### src/rtl/uart_text_ctrl.sv
// UART-to-text-buffer command sequencer: printable bytes, cursor controls, ESC C (clear), ESC P r c (move).
// Optional error counter output err_cnt_o is enabled by defining UART_TEXT_CTRL_ERR_CNT_EN.
module uart_text_ctrl #(
    parameter int COLS   = 80,
    parameter int ROWS   = 30,
    parameter int ADDR_W = 12
) (
    input  logic              clk_i,
    input  logic              rstn_i,
    input  logic              rx_valid_i,
    input  logic [7:0]        rx_data_i,
    output logic              buf_we_o,
    output logic [ADDR_W-1:0] buf_addr_o,
    output logic [7:0]        buf_data_o,
    output logic              busy_o,
    output logic [7:0]        cur_col_o,
    output logic [7:0]        cur_row_o
`ifdef UART_TEXT_CTRL_ERR_CNT_EN
    ,
    output logic [7:0]        err_cnt_o
`endif
);

    typedef enum logic [2:0] {
        ST_IDLE,
        ST_ESC,
        ST_POS_ROW,
        ST_POS_COL,
        ST_CLEAR
    } state_t;

    localparam logic [ADDR_W:0] TOTAL_C    = (ADDR_W+1)'(COLS * ROWS);
    localparam logic [7:0]      LAST_COL_C = 8'(COLS - 1);
    localparam logic [7:0]      LAST_ROW_C = 8'(ROWS - 1);
    localparam logic [7:0]      COLS_C     = 8'(COLS);
    localparam logic [7:0]      ROWS_C     = 8'(ROWS);
    localparam logic [7:0]      CH_ESC     = 8'h1B;
    localparam logic [7:0]      CH_CR      = 8'h0D;
    localparam logic [7:0]      CH_LF      = 8'h0A;
    localparam logic [7:0]      CH_BS      = 8'h08;
    localparam logic [7:0]      CH_C       = 8'h43;
    localparam logic [7:0]      CH_P       = 8'h50;
    localparam logic [7:0]      CH_SPACE   = 8'h20;

    state_t              state_q, state_d;
    logic                rx_prev_q;
    logic                pend_valid_q, pend_valid_d;
    logic [7:0]          pend_data_q, pend_data_d;
    logic                we_q, we_d;
    logic [ADDR_W-1:0]   addr_q, addr_d;
    logic [7:0]          data_q, data_d;
    logic                busy_q, busy_d;
    logic [7:0]          col_q, col_d;
    logic [7:0]          row_q, row_d;
    logic [7:0]          row_lat_q, row_lat_d;
    logic [ADDR_W:0]     clr_cnt_q, clr_cnt_d;

    logic                rx_edge;
    logic                proc_valid;
    logic [7:0]          proc_byte;
    logic                printable;
    logic                pos_ok;
    logic                clr_done;
    logic [ADDR_W-1:0]   wr_addr;

    // A held byte always wins over a fresh edge; the fresh edge is then parked in the pending slot.
    assign rx_edge    = rx_valid_i & ~rx_prev_q;
    assign proc_valid = (state_q != ST_CLEAR) && (pend_valid_q || rx_edge);
    assign proc_byte  = pend_valid_q ? pend_data_q : rx_data_i;
    assign printable  = (proc_byte >= 8'h20) && (proc_byte <= 8'h7E);
    assign pos_ok     = (row_lat_q < ROWS_C) && (proc_byte < COLS_C);
    assign clr_done   = (clr_cnt_q == TOTAL_C);
    assign wr_addr    = ADDR_W'(row_q) * ADDR_W'(COLS) + ADDR_W'(col_q);

    always_ff @(posedge clk_i or negedge rstn_i) begin
        if (!rstn_i) begin
            state_q <= ST_IDLE;
        end else begin
            state_q <= state_d;
        end
    end

    always_comb begin
        state_d = state_q;
        case (state_q)
            ST_IDLE: begin
                if (proc_valid && proc_byte == CH_ESC) state_d = ST_ESC;
            end
            ST_ESC: begin
                if (proc_valid) begin
                    if (proc_byte == CH_C)        state_d = ST_CLEAR;
                    else if (proc_byte == CH_P)   state_d = ST_POS_ROW;
                    else if (proc_byte == CH_ESC) state_d = ST_ESC;
                    else                          state_d = ST_IDLE;
                end
            end
            ST_POS_ROW: begin
                if (proc_valid) state_d = ST_POS_COL;
            end
            ST_POS_COL: begin
                if (proc_valid) state_d = ST_IDLE;
            end
            ST_CLEAR: begin
                if (clr_done) state_d = ST_IDLE;
            end
            default: state_d = ST_IDLE;
        endcase
    end

    always_comb begin
        we_d      = 1'b0;
        addr_d    = addr_q;
        data_d    = data_q;
        busy_d    = busy_q;
        col_d     = col_q;
        row_d     = row_q;
        row_lat_d = row_lat_q;
        clr_cnt_d = clr_cnt_q;
        case (state_q)
            ST_IDLE: begin
                if (proc_valid) begin
                    if (printable) begin
                        we_d   = 1'b1;
                        addr_d = wr_addr;
                        data_d = proc_byte;
                        if (col_q == LAST_COL_C) begin
                            col_d = 8'd0;
                            row_d = (row_q == LAST_ROW_C) ? 8'd0 : row_q + 8'd1;
                        end else begin
                            col_d = col_q + 8'd1;
                        end
                    end else if (proc_byte == CH_CR) begin
                        col_d = 8'd0;
                    end else if (proc_byte == CH_LF) begin
                        row_d = (row_q == LAST_ROW_C) ? 8'd0 : row_q + 8'd1;
                    end else if (proc_byte == CH_BS) begin
                        if (col_q != 8'd0) col_d = col_q - 8'd1;
                    end
                end
            end
            ST_ESC: begin
                // The first clear write goes out together with busy rising.
                if (proc_valid && proc_byte == CH_C) begin
                    we_d      = 1'b1;
                    addr_d    = '0;
                    data_d    = CH_SPACE;
                    busy_d    = 1'b1;
                    clr_cnt_d = (ADDR_W+1)'(1);
                end
            end
            ST_POS_ROW: begin
                if (proc_valid) row_lat_d = proc_byte;
            end
            ST_POS_COL: begin
                if (proc_valid && pos_ok) begin
                    row_d = row_lat_q;
                    col_d = proc_byte;
                end
            end
            ST_CLEAR: begin
                if (clr_done) begin
                    busy_d = 1'b0;
                    col_d  = 8'd0;
                    row_d  = 8'd0;
                end else begin
                    we_d      = 1'b1;
                    addr_d    = clr_cnt_q[ADDR_W-1:0];
                    data_d    = CH_SPACE;
                    clr_cnt_d = clr_cnt_q + (ADDR_W+1)'(1);
                end
            end
            default: ;
        endcase
    end

    always_comb begin
        pend_valid_d = pend_valid_q;
        pend_data_d  = pend_data_q;
        if (state_q == ST_CLEAR) begin
            if (rx_edge) begin
                pend_valid_d = 1'b1;
                pend_data_d  = rx_data_i;
            end
        end else if (pend_valid_q) begin
            pend_valid_d = rx_edge;
            if (rx_edge) pend_data_d = rx_data_i;
        end
    end

    always_ff @(posedge clk_i or negedge rstn_i) begin
        if (!rstn_i) begin
            rx_prev_q    <= 1'b0;
            pend_valid_q <= 1'b0;
            pend_data_q  <= 8'd0;
            we_q         <= 1'b0;
            addr_q       <= '0;
            data_q       <= 8'd0;
            busy_q       <= 1'b0;
            col_q        <= 8'd0;
            row_q        <= 8'd0;
            row_lat_q    <= 8'd0;
            clr_cnt_q    <= '0;
        end else begin
            rx_prev_q    <= rx_valid_i;
            pend_valid_q <= pend_valid_d;
            pend_data_q  <= pend_data_d;
            we_q         <= we_d;
            addr_q       <= addr_d;
            data_q       <= data_d;
            busy_q       <= busy_d;
            col_q        <= col_d;
            row_q        <= row_d;
            row_lat_q    <= row_lat_d;
            clr_cnt_q    <= clr_cnt_d;
        end
    end

    assign buf_we_o   = we_q;
    assign buf_addr_o = addr_q;
    assign buf_data_o = data_q;
    assign busy_o     = busy_q;
    assign cur_col_o  = col_q;
    assign cur_row_o  = row_q;

`ifdef UART_TEXT_CTRL_ERR_CNT_EN
    logic       err_inc;
    logic [7:0] err_cnt_q;

    always_comb begin
        err_inc = 1'b0;
        if (state_q == ST_CLEAR) begin
            err_inc = rx_edge && pend_valid_q;
        end else if (proc_valid) begin
            if (state_q == ST_ESC)
                err_inc = (proc_byte != CH_C) && (proc_byte != CH_P) && (proc_byte != CH_ESC);
            else if (state_q == ST_POS_COL)
                err_inc = !pos_ok;
        end
    end

    always_ff @(posedge clk_i or negedge rstn_i) begin
        if (!rstn_i) begin
            err_cnt_q <= 8'd0;
        end else if (err_inc && err_cnt_q != 8'hFF) begin
            err_cnt_q <= err_cnt_q + 8'd1;
        end
    end

    assign err_cnt_o = err_cnt_q;
`endif

endmodule

### config.mk
export PLATFORM = sky130hd
export DESIGN_NAME = uart_text_ctrl
export DESIGN_NICKNAME = d
export VERILOG_FILES = /design/src/rtl/uart_text_ctrl.sv
export SDC_FILE = /design/constraint.sdc
export NUM_CORES = 1
export LEC_CHECK = 0
export BUFFER_PORTS_ARGS = -buffer_cell sky130_fd_sc_hd__buf_2
export CAP_MARGIN = 20
export CORE_ASPECT_RATIO = 1.1
export CORE_MARGIN = 2
export CORE_UTILIZATION = 64
export CTS_CLUSTER_SIZE = 10
export DETAILED_ROUTE_END_ITERATION = 10
export PLACE_DENSITY = 0.92
export SYNTH_ARGS = -nofsm -noshare
export SYNTH_HDL_FRONTEND = slang
export SYNTH_SLANG_ARGS = --single-unit
### constraint.sdc
create_clock -name clk_i -period 4.1 [get_ports clk_i]
set_input_delay 0.205 -clock clk_i [delete_from_list [all_inputs] [get_ports clk_i]]
set_output_delay 0.205 -clock clk_i [all_outputs]
set_load 0.01 [all_outputs]
* Word-level counts from Yosys, hierarchy flattened
Cells that the tools add are included.
Operators by class: multipliers 1, eq/ne operators 31, magnitude comparators 4, bitwise gates (word level) 2, multiplexer cells 55, $add $sub $neg 5, reductions and logical operators 20
Operators by type and width (count):
- 8-bit two-way mux | 24
- 8-bit case mux with 3 select lines | 3
- 12-bit two-way mux | 4
- 12-bit case mux with 3 select lines | 1
- 13-bit two-way mux | 2
- 13-bit case mux with 2 select lines | 1
- 8-bit by 4-bit == test with 1-bit output, second input constant | 3
- 8-bit by 7-bit == test with 1-bit output, second input constant | 3
- 2-bit inequality test, second input constant | 11
- 3-bit two-way mux | 6
- 8-bit by 1-bit adder with 8-bit output, second input constant | 2
- 8-bit by 5-bit == test with 1-bit output, second input constant | 2
- 3-bit case mux with 5 select lines | 1
- 7-bit AND reduction | 2
- 13-bit by 1-bit adder with 13-bit output, second input constant | 1
- 13-bit by 12-bit == test with 1-bit output, second input constant | 1
- 12-bit by 8-bit adder with 12-bit output | 1
- 3-bit inequality test, second input constant | 4
- 4-bit inequality test, second input constant | 3
- 1-bit two-way mux | 10
- 5-bit AND reduction | 2
- 8-bit by 6-bit greater-or-equal comparator with 1-bit output, second input constant | 1
- 8-bit by 7-bit <= comparator with 1-bit output, second input constant | 1
- 8-bit by 5-bit < comparator with 1-bit output, second input constant | 1
- 19 further kinds | 28
Word-level totals: output and inout bits 38, flip-flop bits (word level) 72, input bits 11

* Logic depth before layout (Yosys ltp)
Gate-level depths: netlist of run 1.
word-level depth 8, depth in mapped cells 9

* Worst setup path after synthesis of run 1
OpenSTA, ideal clock, no wires.
path kind register to register, start point register row_q[1], in the netlist cur_row_o[1], end point register addr_q[11], in the netlist buf_addr_o[11], stages on the path, launching flop included 10, path buffers 0, clock period less this slack 2.333 ns, slack 1.767 ns, arrival 2.270 ns, cell sequence dfrtp_1 -> ha_1 -> ha_1 -> fa_1 -> a21o_1 -> a21oi_1 -> xnor2_1 -> a211o_1 -> a31oi_1 -> a21o_1
Between the ends: cells in the longest elaborated chain, start to end 5
Ends and longest elaborated chain:
- from (decl) | line 54 | logic [7:0] row_q, row_d;
- from (signal assigned) | line 212 | row_q <= row_d;
- 8-bit by 3-bit multiplier with 8-bit output | line 73 | assign wr_addr = ADDR_W'(row_q) * ADDR_W'(COLS) + ADDR_W'(col_q);
- 12-bit by 8-bit adder with 12-bit output | line 73
- 12-bit two-way mux | line 122 | if (printable) begin
- 12-bit two-way mux | line 121 | if (proc_valid) begin
- 12-bit case mux with 3 select lines | line 119 | case (state_q)
- to (signal assigned) | line 208 | addr_q <= addr_d;
- to (decl) | line 50 | logic [ADDR_W-1:0] addr_q, addr_d;
Every way passes these cells. The select of a mux whose other input is x is not followed. A chain may end at the register's enable or synchronous reset.

* Final worst setup path of run 1
start point register pend_valid_q, end point register col_q[3], in the netlist cur_col_o[3]
Between the ends: cells in the longest elaborated chain, start to end 6, elaborated cells on any way between the ends 23
Ends and longest elaborated chain:
- from (decl) | line 47 | logic pend_valid_q, pend_valid_d;
- from (signal assigned) | line 205 | pend_valid_q <= pend_valid_d;
- 8-bit two-way mux | line 69 | assign proc_byte = pend_valid_q ? pend_data_q : rx_data_i;
- 8-bit by 6-bit greater-or-equal comparator with 1-bit output (tied with other cells) | line 70 | assign printable = (proc_byte >= 8'h20) && (proc_byte <= 8'h7E);
- 1-bit logical AND (tied with other cells) | line 70
- 8-bit two-way mux or 1-bit logical AND (tied branches) | line 122, 155
- 8-bit two-way mux or 2-bit inequality test (tied branches)
- 8-bit case mux with 3 select lines or 7-bit AND reduction (tied branches)
- to (signal assigned) | line 211 | col_q <= col_d;
- to (decl) | line 53 | logic [7:0] col_q, col_d;
Parallel ways exist; a longest one is shown, timed or not. The select of a mux whose other input is x is not followed.

==> results of run 1 <==
==> worst reg2reg max path, stage by stage, from the launching register on <==
cell	delay (ns)
sky130_fd_sc_hd__dfrtp_1	1.04
sky130_fd_sc_hd__nand3_1	0.29
sky130_fd_sc_hd__a2bb2oi_1	0.34
sky130_fd_sc_hd__a21oi_2	0.28
sky130_fd_sc_hd__o311ai_2	0.63
sky130_fd_sc_hd__buf_4	0.28
sky130_fd_sc_hd__a21oi_1	0.05
sky130_fd_sc_hd__o221ai_1	0.20
==> cell type report <==
type | count | share of cell area (%)
Inverter | 23 | 1.69
Clock buffer | 9 | 2.42
Tap cell | 85 | 2.08
Sequential cell | 72 | 35.2
Multi-Input combinational cell | 380 | 50.3
Clock inverter | 7 | 1.86
Timing Repair Buffer | 59 | 6.41
==> synth_stat cells, types with 6 or more instances <==
cell type                   n  area, µm²
sky130_fd_sc_hd__and3_1    10       62.6
sky130_fd_sc_hd__nand2_1   45        169
sky130_fd_sc_hd__o21ai_0   23        115
sky130_fd_sc_hd__o22ai_1    6       37.5
sky130_fd_sc_hd__nor3_1    12       60.1
sky130_fd_sc_hd__nand3_1   15       75.1
sky130_fd_sc_hd__dfrtp_1   72       1800
sky130_fd_sc_hd__mux2i_1    9       90.1
sky130_fd_sc_hd__clkbuf_1  13       48.8
sky130_fd_sc_hd__buf_2      6       30.0
sky130_fd_sc_hd__a21o_1     6       45.0
sky130_fd_sc_hd__inv_1     23       86.3
sky130_fd_sc_hd__a22oi_1    8       60.1
sky130_fd_sc_hd__xor2_1    15        131
sky130_fd_sc_hd__a21oi_1   26        130
sky130_fd_sc_hd__a31oi_1    6       37.5
sky130_fd_sc_hd__ha_1      20        250
sky130_fd_sc_hd__mux2_2    12        135
sky130_fd_sc_hd__xnor2_1   10       87.6
sky130_fd_sc_hd__nand4_1    9       56.3
sky130_fd_sc_hd__o31ai_1    7       52.6
sky130_fd_sc_hd__o21ai_1   15       75.1
sky130_fd_sc_hd__nor2_1    40        150
==> how the worst min path moves through the flow <==
stage	startpoint	depth (start not counted)	slack [ns]	end
floorplan	rstn_i	0	-0.09	buf_addr_o[0]
detailed placement	rx_valid_i	1	0.33	rx_prev_q
CTS	rx_data_i[1]	2	0.11	pend_data_q[1]
finish	rx_data_i[1]	2	0.11	pend_data_q[1]
global route	rx_data_i[1]	2	0.12	pend_data_q[1]
global placement	rx_valid_i	1	0.33	rx_prev_q
==> per-layer routing <==
metal	global-route usage (%)	share of wire, %	vias up
met5	0	0	-
met4	17.5	4.5	0
met3	4.28	8.0	64
met2	49.3	47	258
met1	40.4	41	1974
li1	-	-	1913
==> timing repair <==
item                                    in CTS  in global routing
setup buffers                                0                  0
endpoints found under the setup margin       0                  0
hold buffers                                 2                  0
endpoints found under the hold margin       17                  0
==> power groups by stage <==
stage	registers [µW]	clock network (µW)	logic, µW
detailed placement	1060	0	944
global placement	1060	0	913
global route	1080	657	1070
floorplan	1060	0	608
finish	1060	635	962
CTS	1050	633	955
==> metrics by stage <==
stage,cells,cell area [µm²]
2_1_floorplan,498,4580
3_3_place_gp,616,4870
3_5_place_dp,616,4870
4_1_cts,634,5100
5_1_grt,635,5110
6_report,635,5110
==> state kept, by name, indices dropped and copies added (netlist names) <==
register and cells:
row_lat_q 8, buf_data_o 8, clr_cnt_q 13, rx_prev_q 1, pend_data_q 8, buf_addr_o 12, busy_o 1, state_q 3
pend_valid_q 1, cur_row_o 8, cur_col_o 8, buf_we_o 1
==> cell usage in the layout, fill, tap and decap left out, types with 6 or more instances in the layout <==
| master | n |
|---|---|
| sky130_fd_sc_hd__a21o_1 | 6 |
| sky130_fd_sc_hd__a21oi_1 | 26 |
| sky130_fd_sc_hd__a22oi_1 | 8 |
| sky130_fd_sc_hd__a31oi_1 | 6 |
| sky130_fd_sc_hd__and3_1 | 10 |
| sky130_fd_sc_hd__buf_2 | 48 |
| sky130_fd_sc_hd__buf_4 | 9 |
| sky130_fd_sc_hd__clkbuf_8 | 9 |
| sky130_fd_sc_hd__dfrtp_1 | 72 |
| sky130_fd_sc_hd__ha_1 | 20 |
| sky130_fd_sc_hd__inv_1 | 23 |
| sky130_fd_sc_hd__mux2_2 | 12 |
| sky130_fd_sc_hd__mux2i_1 | 9 |
| sky130_fd_sc_hd__nand2_1 | 45 |
| sky130_fd_sc_hd__nand3_1 | 15 |
| sky130_fd_sc_hd__nand4_1 | 9 |
| sky130_fd_sc_hd__nor2_1 | 40 |
| sky130_fd_sc_hd__nor3_1 | 12 |
| sky130_fd_sc_hd__o21ai_0 | 23 |
| sky130_fd_sc_hd__o21ai_1 | 15 |
| sky130_fd_sc_hd__o22ai_1 | 6 |
| sky130_fd_sc_hd__o31ai_1 | 7 |
| sky130_fd_sc_hd__xnor2_1 | 10 |
| sky130_fd_sc_hd__xor2_1 | 15 |
==> cell families (layout without fill, tap and decap cells) <==
kind of cell,after synthesis,count (layout),synth area share [%]
and+or+nand+nor,172,172,19.6
muxes,21,21,4.91
xor gates and xnor gates,25,25,4.78
AOI/OAI and AO/OA,140,140,20.4
buffers and inverters,46,98,4.59
DFF,72,72,39.3
adders and majority gates,22,22,6.33
==> impl_summary.txt, run 1 <==
----------------------------------------------------
[STA]
  Setup Total Neg Slack ... 0 ns
  Tmin final ... 3.19 ns
  Highest clock rate ... 314 MHz
  RSZ-0062 raised after global routing ... no
  Min setup slack post-route ... 0.911 ns
  Final hold slack ... 0.106 ns
  Final clock period utilization by the worst path ... ~78%
  Max-slew violations ... 0
  Final setup skew ... 0.0124 ns
  Worst slew pin tran ... 1.05 ns
  Final Hold Violating Endpoints ... 0
  Setup violations, final ... 0
  Headroom to the max-slew limit ... 30.2%

[Critical path]
  End point of the critical path ... cur_col_o[3]
  Data required, critical path ... 4.37 ns
  Beginning of the critical path ... pend_valid_q
  Cell family with most CP delay ... compound AO/OA/AOI/OAI gates
  Biggest cell delay along the critical path ... around 1.0 ns
  Category of the most critical setup path ... flip-flop to flip-flop
  Critical Path Fanout Max ... 36
  Buffering stage count on the worst path with inverters included ... 1
  R2r worst-path depth ... 7
  Worst path depth ... 7
  Worst reg2reg setup slack ... 0.91 ns
  Cells traversed along the worst timing path ... nand3_1 -> a2bb2oi_1 -> a21oi_2 -> o311ai_2 -> buf_4 -> a21oi_1 -> o221ai_1
  Nature of the critical path startpoint ... flip-flop
  Endpoint of the lowest-slack register-to-register path ... cur_col_o[3]
  Critical Path End Type ... flip-flop
  Worst endpoint data arrival time ... 3.46 ns
  Critical register-to-register path startpoint ... pend_valid_q
  Slowest stage cell on the critical path ... sky130_fd_sc_hd__dfrtp_1

[Routing]
  Final WL ... 12.1 mm
  Final routed DRC violation total ... 0
  Wire per inst ... about 19 µm
  Number of vias after detailed routing ... 4,209
  Post-route antenna net violation count ... 0
  Length of the first detailed-routing pass in iterations ... 6
  1st-iter DRT viols ... 475
  Vias per Instance ... roughly 6.6

[Power]
  Power Internal ... 1620 µW
  Proportion of power drawn by combinational gates ... 36.2%
  Net switching component of the power ... 1040 µW
  Lkg Pwr ... approximately 0.0024 µW
  Fraction of power spent switching nets ... 39.2%
  Clock share of power ... 23.9%
  Power density cells ... 520 mW/mm²
  Total Power ... 2660 µW
  Proportion of power drawn by flip-flops and latches ... approximately two fifths
  Largest voltage drop on the vdd net ... 0.380 mV

[Yosys]
  Cell area after technology mapping ... about 0.0046 mm²
  Avg Synthesized Cell Area ... 9.20 µm²
  Portion of the post-synthesis area used by sequential elements ... 39.3%
  Number of enable-type register cells in the synthesized netlist ... 0
  Number of standard cells after synthesis ... roughly 500
  Yosys Warn Count ... 0
  Top FF cell, synth ... sky130_fd_sc_hd__dfrtp_1
  Async S/R FF share, synth ... 100%
  Library cells used by synthesis ... 67
  Post-synthesis register bit count ... 72
  Net count after synthesis ... 531

[Placement]
  Port Buffer Count ... 48
  Post-placement setup slack ... 0.970 ns
  Final weighted congestion in routability-driven placement ... a little under 1
  Hpwl dp ... 8.61 mm

[GRT]
  Global-route wire length before repair ... 19.3 mm
  Antenna violations before repair ... 0
  Pin count of the biggest net entering global routing ... 41
  Total grt overflow ... 0
  Aggregate global-route resource usage ... 30.9%
  Vias in the first global route ... 4,019

[Worst hold path]
  Type of the tightest min-delay check ... primary input to flip-flop

[Finish]
  Final nets ... 578
  Share of cells above drive strength 1 ... between 10% and 20%
  Util after Layout ... between 70% and 80%
  FF/Latch Area ... 0.00180 mm²
  Layout overhead on the synthesized area ... 11.5%
  Count of filler cells inserted in the layout ... slightly above 500
  Area used by multi-input combinational logic ... roughly 0.0026 mm²
  Number of antenna repair diodes ... 0

[Outcome]
  Result of the run ... completed

[Clock network]
  Clock edge transition at the registers on the reported setup and hold paths ... approximately 0.080 ns
  Number of buffers added by the clock tree synthesis step ... 9
  Htree depth ... 3
  Clk sinks ... 72
  PostCTS Resize Cnt ... 0
  Clock latency reported for the late side of the worst-skew pair ... about 0.37 ns
  Longest Clk Path Bufs ... 2
  TritonCTS clock tree ... built
  Master cell of the clock root buffer ... sky130_fd_sc_hd__clkbuf_8

[Floorplan]
  Width of the die ... 84.7 µm
  I/O pin count ... 49
  Die Area ... 0.00785 mm²
  Placeable core region ... 0.00697 mm²
  Vert. Die Dim ... 92.8 µm
  Std cell rows ... 32
  Initial cell density of the core ... about 66%

[Run]
  # Max-Cap Violations ... 0

----------------------------------------------------
(Power assumes the default switching activity.)
==> run 2, diff against run 1 <==
--- a/config.mk
+++ b/config.mk
@@ -9,10 +9,10 @@
 export CAP_MARGIN = 20
 export CORE_ASPECT_RATIO = 1.1
 export CORE_MARGIN = 2
-export CORE_UTILIZATION = 64
+export CORE_UTILIZATION = 59
 export CTS_CLUSTER_SIZE = 10
 export DETAILED_ROUTE_END_ITERATION = 10
-export PLACE_DENSITY = 0.92
+export PLACE_DENSITY = 0.86
 export SYNTH_ARGS = -nofsm -noshare
 export SYNTH_HDL_FRONTEND = slang
 export SYNTH_SLANG_ARGS = --single-unit
==> constraint.sdc (replaced) <==
create_clock -name clk_i -period 3 [get_ports clk_i]
set_input_delay 0.15 -clock clk_i [delete_from_list [all_inputs] [get_ports clk_i]]
set_output_delay 0.15 -clock clk_i [all_outputs]
set_load 0.01 [all_outputs]
==> impl_summary.txt, run 2 (same netlist as run 1, synthesis figures left out) <==
----------------------------------------------------
[STA]
  Min setup slack post-route ... 0.247 ns (-0.664 ns)
  Highest clock rate ... 363 MHz (+16%)
  Final clock period utilization by the worst path ... 91.8% (+14 points)
  Final setup skew ... 0.00973 ns (-0.00266 ns)
  Worst slew pin tran ... 1.13 ns (+0.0796 ns)
  Tmin final ... 2.75 ns (-0.436 ns)
  Final Hold Violating Endpoints ... 0 (unchanged)
  RSZ-0062 raised after global routing ... no
  Setup Total Neg Slack ... 0 ns (unchanged)
  Setup violations, final ... 0 (unchanged)
  Headroom to the max-slew limit ... 24.8% (-5.4 points)
  Max-slew violations ... 0 (unchanged)

[Placement]
  Port Buffer Count ... 48 (unchanged)
  Post-placement setup slack ... 0.160 ns (-0.810 ns)
  Final weighted congestion in routability-driven placement ... 0.935 (-5.4%)
  Hpwl dp ... 8.86 mm (+2.9%)

[Power]
  Largest voltage drop on the vdd net ... 0.395 mV (+4.0%)
  Lkg Pwr ... 0.00239 µW (+1.5%)
  Power density cells ... 687 mW/mm² (+32%)

[Finish]
  Util after Layout ... 69.1% (-4.3 points)
  Final nets ... 588 (+1.7%)
  Most frequent cells in the layout ... sky130_fd_sc_hd__dfrtp_1, sky130_fd_sc_hd__buf_2, sky130_fd_sc_hd__nand2_1
  Most frequent standard cell in the layout excluding fill and tap cells ... sky130_fd_sc_hd__dfrtp_1
  FF/Latch Area ... 0.00180 mm² (about the same)
  Largest register FFs ... 13 (unchanged)
  Biggest register ... clr_cnt_q
  Area used by multi-input combinational logic ... 0.00257 mm² (unchanged)
  Layout overhead on the synthesized area ... 13.3%
  Share of cells above drive strength 1 ... 18.9% (+1.5 points)
  Number of antenna repair diodes ... 0 (unchanged)
  Count of filler cells inserted in the layout ... 612 (+18%)

[Clock network]
  Number of buffers added by the clock tree synthesis step ... 9 (unchanged)
  Clock edge transition at the registers on the reported setup and hold paths ... 0.08 ns (about the same)
  Htree depth ... 3 (unchanged)
  Buffers inserted during post-CTS setup optimization ... 0 (unchanged)
  Longest Clk Path Bufs ... 2 (unchanged)
  Clk sinks ... 72 (unchanged)
  Clock latency reported for the late side of the worst-skew pair ... 0.35 ns (-0.02 ns)
  TritonCTS clock tree ... built
  Master cell of the clock root buffer ... sky130_fd_sc_hd__clkbuf_8

[GRT]
  Vias in the first global route ... 3,747 (-6.8%)
  Total grt overflow ... 0 (unchanged)
  Pin count of the biggest net entering global routing ... 36 (-12%)
  Global-route wire length before repair ... 18.9 mm (-2.2%)
  Aggregate global-route resource usage ... 29.0% (-1.9 points)
  Antenna violations before repair ... 0 (unchanged)

[Critical path]
  Critical Path Fanout Max ... 16 (-56%)
  Worst endpoint data arrival time ... 2.92 ns (-0.54 ns)
  Critical Path End Type ... flip-flop
  Cell family with most CP delay ... compound AO/OA/AOI/OAI gates
  Endpoint of the lowest-slack register-to-register path ... cur_col_o[3]
  Worst reg2reg setup slack ... 0.25 ns (-0.66 ns)
  R2r worst-path depth ... 6 (-1)
  Critical register-to-register path startpoint ... state_q[0]
  Category of the most critical setup path ... flip-flop to flip-flop
  Data required, critical path ... 3.17 ns (-1.20 ns)
  Beginning of the critical path ... state_q[0]
  Nature of the critical path startpoint ... flip-flop
  Buffering stage count on the worst path with inverters included ... 0 (-1)
  Slowest stage cell on the critical path ... sky130_fd_sc_hd__and3b_1
  Biggest cell delay along the critical path ... 0.55 ns (-0.49 ns)
  Cells traversed along the worst timing path ... and3b_1 -> nand2_1 -> o41ai_1 -> o311ai_2 -> a21oi_1 -> o221ai_1

[Floorplan]
  Width of the die ... 88.0 µm (+4.0%)
  Placeable core region ... 0.00751 mm² (+7.9%)
  I/O pin count ... 49 (unchanged)
  Vert. Die Dim ... 96.4 µm (+4.0%)
  Die Area ... 0.00849 mm² (+8.1%)
  Initial cell density of the core ... 61.0% (-4.8 points)
  Std cell rows ... 33 (+3.1%)

[Routing]
  Vias per Instance ... 6.17 (-6.9%)
  Final WL ... 11.7 mm (-3.3%)
  Post-route antenna net violation count ... 0 (unchanged)
  Final routed DRC violation total ... 0 (unchanged)
  Wire per inst ... 17.5 µm (-7.7%)
  Number of vias after detailed routing ... 4,105 (-2.5%)
  Length of the first detailed-routing pass in iterations ... 5 (-1)
  1st-iter DRT viols ... 302 (-36%)

[Run]
  # Max-Cap Violations ... 0 (unchanged)

[Worst hold path]
  Hold endpoint ... pend_data_q[0]
  Type of the tightest min-delay check ... primary input to flip-flop
  Min-delay src ... rx_data_i[0]
  Number of cells traversed by the worst hold path ... 2 (unchanged)

[Outcome]
  Result of the run ... completed

----------------------------------------------------
## run 2: cell types whose count changed in the layout (fill, tap and decap cells not counted), sizes merged
cell / delta
buf: +10
bufinv: -1
clkbuf: +1
## run 2: repair_timing
| item | in CTS | in global routing |
|---|---|---|
| endpoints found under the setup margin | 0 | 11 |
| hold endpoints to repair | 15 | 0 |
| hold buffers | 2 | 0 |
| resized for setup | 0 | 1 |
## run 2: how the worst max path moves through the flow
stage	to	slack, ns	depth (start not counted)
floorplan	buf_addr_o[11]	0.67	9
global placement	cur_col_o[3]	0.26	7
detailed placement	cur_col_o[3]	0.16	7
CTS	cur_col_o[3]	0.14	7
global route	cur_col_o[6]	0.10	7
finish	cur_col_o[3]	0.25	6
## run 2: per-stage QoR
step                      total power [µW]  instance area (µm²)  hold WS [ns]  cells
after detailed placement              2800                 4970        0.0920    647
after floorplan                       2280                 4580        -0.146    498
after CTS                             3580                 5190        0.0655    665
final                                 3570                 5190        0.0789    665
after global routing                  3820                 5190        0.0672    665
after global placement                2740                 4970        0.0904    647
## run 2: final cells by class
cell class	instances	area share, %
Clock buffer	10	2.46
Multi-Input combinational cell	380	49.5
Inverter	23	1.66
Timing Repair Buffer	69	7.76
Tap cell	105	2.53
Clock inverter	6	1.33
Sequential cell	72	34.7
## run 2: where the power goes
part | total, µW | switching, µW | leakage (µW) | internal, µW
clock | 773 | 384 | 0.0000968 | 389
combinational | 1370 | 787 | 0.00141 | 585
sequential | 1420 | 246 | 0.000879 | 1180
## run 2: routing by layer
| metal | routed length (µm) | track usage, % | up-vias |
|---|---|---|---|
| li1 | - | - | 1942 |
| met1 | 5140 | 39.2 | 1987 |
| met2 | 5680 | 47.7 | 157 |
| met3 | 593 | 5.44 | 19 |
| met4 | 262 | 9.09 | 0 |
| met5 | 0 | 0 | - |
==> run 3, diff against run 2 <==
--- a/config.mk
+++ b/config.mk
@@ -12,7 +12,7 @@
 export CORE_UTILIZATION = 59
 export CTS_CLUSTER_SIZE = 10
 export DETAILED_ROUTE_END_ITERATION = 10
-export PLACE_DENSITY = 0.86
+export PLACE_DENSITY = 0.91
 export SYNTH_ARGS = -nofsm -noshare
 export SYNTH_HDL_FRONTEND = slang
 export SYNTH_SLANG_ARGS = --single-unit
==> impl_summary.txt, run 3 (same netlist as run 1, synthesis figures left out) <==
----------------------------------------------------
[Outcome]
  Result of the run ... completed

[Floorplan]
  Initial cell density of the core ... 61.0% (unchanged)
  Std cell rows ... 33 (unchanged)
  I/O pin count ... 49 (unchanged)
  Vert. Die Dim ... 96.4 µm (unchanged)
  Die Area ... 0.00849 mm² (unchanged)
  Placeable core region ... 0.00751 mm² (unchanged)
  Width of the die ... 88.0 µm (unchanged)

[Finish]
  Largest register FFs ... 13 (unchanged)
  Final nets ... 586 (-0.34%)
  Biggest register ... clr_cnt_q
  Util after Layout ... 68.9% (-0.15 points)
  Summed area of non-filler cells in the final layout ... 0.00518 mm² (-0.22%)
  Layout overhead on the synthesized area ... 13.0%
  Most frequent standard cell in the layout excluding fill and tap cells ... sky130_fd_sc_hd__dfrtp_1
  Most frequent cells in the layout ... sky130_fd_sc_hd__dfrtp_1, sky130_fd_sc_hd__buf_2, sky130_fd_sc_hd__nand2_1
  Number of antenna repair diodes ... 0 (unchanged)
  Share of cells above drive strength 1 ... 18.6% (-0.29 points)

[STA]
  Final setup skew ... 0.00989 ns (+0.000163 ns)
  Max-slew violations ... 0 (unchanged)
  Tmin final ... 2.74 ns (-0.0118 ns)
  Final hold slack ... 0.0669 ns (-0.0121 ns)
  Final clock period utilization by the worst path ... 91.4% (-0.39 points)
  Worst slew pin tran ... 0.918 ns (-0.208 ns)
  Highest clock rate ... 365 MHz (+0.43%)
  Min setup slack post-route ... 0.259 ns (+0.0118 ns)
  Setup Total Neg Slack ... 0 ns (unchanged)
  Setup violations, final ... 0 (unchanged)
  RSZ-0062 raised after global routing ... no
  Headroom to the max-slew limit ... 38.0% (+13 points)
  Final Hold Violating Endpoints ... 0 (unchanged)

[Clock network]
  Clk sinks ... 72 (unchanged)
  Master cell of the clock root buffer ... sky130_fd_sc_hd__clkbuf_8
  Buffers inserted during post-CTS setup optimization ... 0 (unchanged)
  Clock latency reported for the late side of the worst-skew pair ... 0.36 ns (about the same)
  Htree depth ... 3 (unchanged)
  TritonCTS clock tree ... built
  Number of buffers added by the clock tree synthesis step ... 9 (unchanged)
  Post-CTS Hold Fix Bufs ... 2 (unchanged)
  Clock edge transition at the registers on the reported setup and hold paths ... 0.08 ns (about the same)
  Longest Clk Path Bufs ... 2 (unchanged)
  PostCTS Resize Cnt ... 0 (unchanged)

[Routing]
  Number of vias after detailed routing ... 4,145 (+0.97%)
  1st-iter DRT viols ... 460 (+52%)
  Final WL ... 11.6 mm (-0.31%)
  Length of the first detailed-routing pass in iterations ... 5 (unchanged)
  Wire per inst ... 17.5 µm (about the same)
  Post-route antenna net violation count ... 0 (unchanged)
  Vias per Instance ... 6.25 (+1.3%)
  Final routed DRC violation total ... 0 (unchanged)

[GRT]
  Aggregate global-route resource usage ... 29.6% (+0.56 points)
  Total grt overflow ... 0 (unchanged)
  Pin count of the biggest net entering global routing ... 31 (-14%)
  Global-route wire length before repair ... 19.3 mm (+2.0%)
  Vias in the first global route ... 4,003 (+6.8%)
  Antenna violations before repair ... 0 (unchanged)

[Placement]
  Port Buffer Count ... 48 (unchanged)
  Hpwl dp ... 8.67 mm (-2.2%)
  Placed Instance Area ... 0.00495 mm² (-0.45%)
  Final weighted congestion in routability-driven placement ... 0.993 (+6.2%)
  Post-placement setup slack ... 0.267 ns (+0.107 ns)

[Critical path]
  Critical register-to-register path startpoint ... pend_valid_q
  Critical Path End Type ... flip-flop
  Beginning of the critical path ... pend_valid_q
  Worst endpoint data arrival time ... 2.99 ns (+0.07 ns)
  Category of the most critical setup path ... flip-flop to flip-flop
  Nature of the critical path startpoint ... flip-flop
  Data required, critical path ... 3.24 ns (+0.07 ns)
  Critical Path Fanout Max ... 23 (+7)

[Power]
  Power density cells ... 687 mW/mm² (about the same)
  Lkg Pwr ... 0.00238 µW (-0.19%)
  Largest voltage drop on the vdd net ... 0.341 mV (-14%)

[Worst hold path]
  Type of the tightest min-delay check ... primary input to flip-flop
  Min-delay src ... rx_data_i[1]

[Run]
  # Max-Cap Violations ... 0 (unchanged)

----------------------------------------------------
==> run 3: changes by cell type in the layout (fill, tap and decap cells not counted) <==
cell,before,now
sky130_fd_sc_hd__dfrtp_2,1,0
sky130_fd_sc_hd__inv_6,1,2
sky130_fd_sc_hd__buf_4,19,17
sky130_fd_sc_hd__clkbuf_1,1,0
sky130_fd_sc_hd__dfrtp_1,71,72
==> run 3: final timing paths <==
check                            endpoint  slack (ns)  depth (start not counted)
setup / recovery            buf_data_o[3]        0.26                          9
max in group asynchronous    cur_col_o[6]        2.00                          3
hold reg to reg            buf_addr_o[11]        0.47                          1
min in group asynchronous    clr_cnt_q[0]        0.25                          2
setup reg to reg            buf_data_o[3]        0.26                          9
hold / removal             pend_data_q[1]        0.07                          2
==> run 3: area by class of cell <==
cell class	count	area (µm²)
Multi-Input combinational cell	380	2570
Fill cell	605	2330
Sequential cell	72	1800
Timing Repair Buffer	67	388
Tap cell	105	131
Clock buffer	9	124
Inverter	23	86.3
Clock inverter	7	77.6
==> run 3: stage by stage <==
step                std cells  power, µW
floorplan                 498       2280
global placement          644       2680
detailed placement        644       2760
CTS                       662       3550
global route              663       3800
finish                    663       3560
==> run 3: worst max-delay path, cell delays in order (launching register included) <==
cell                       delay, ns
sky130_fd_sc_hd__dfrtp_1        0.75
sky130_fd_sc_hd__buf_4          0.29
sky130_fd_sc_hd__nand2b_1       0.09
sky130_fd_sc_hd__o32a_1         0.20
sky130_fd_sc_hd__a21oi_2        0.17
sky130_fd_sc_hd__buf_4          0.27
sky130_fd_sc_hd__a211oi_4       0.08
sky130_fd_sc_hd__buf_4          0.23
sky130_fd_sc_hd__buf_4          0.21
sky130_fd_sc_hd__o31ai_1        0.32
==> run 3: power by group <==
group | internal [µW] | total (µW) | switching (µW)
Sequential | 1180 | 1440 | 261
Combinational | 570 | 1330 | 757
Clock | 391 | 798 | 406
Total | 2140 | 3560 | 1420
==> run 3: layer usage <==
| metal | wire, µm | up-vias | part of all wire, % | track usage [%] |
|---|---|---|---|---|
| met5 | 0 | - | 0 | 0 |
| met1 | 5010 | 1995 | 43 | 38.9 |
| met3 | 587 | 51 | 5.0 | 3.74 |
| met2 | 5440 | 164 | 47 | 47.0 |
| li1 | - | 1935 | - | - |
| met4 | 588 | 0 | 5.1 | 17.7 |
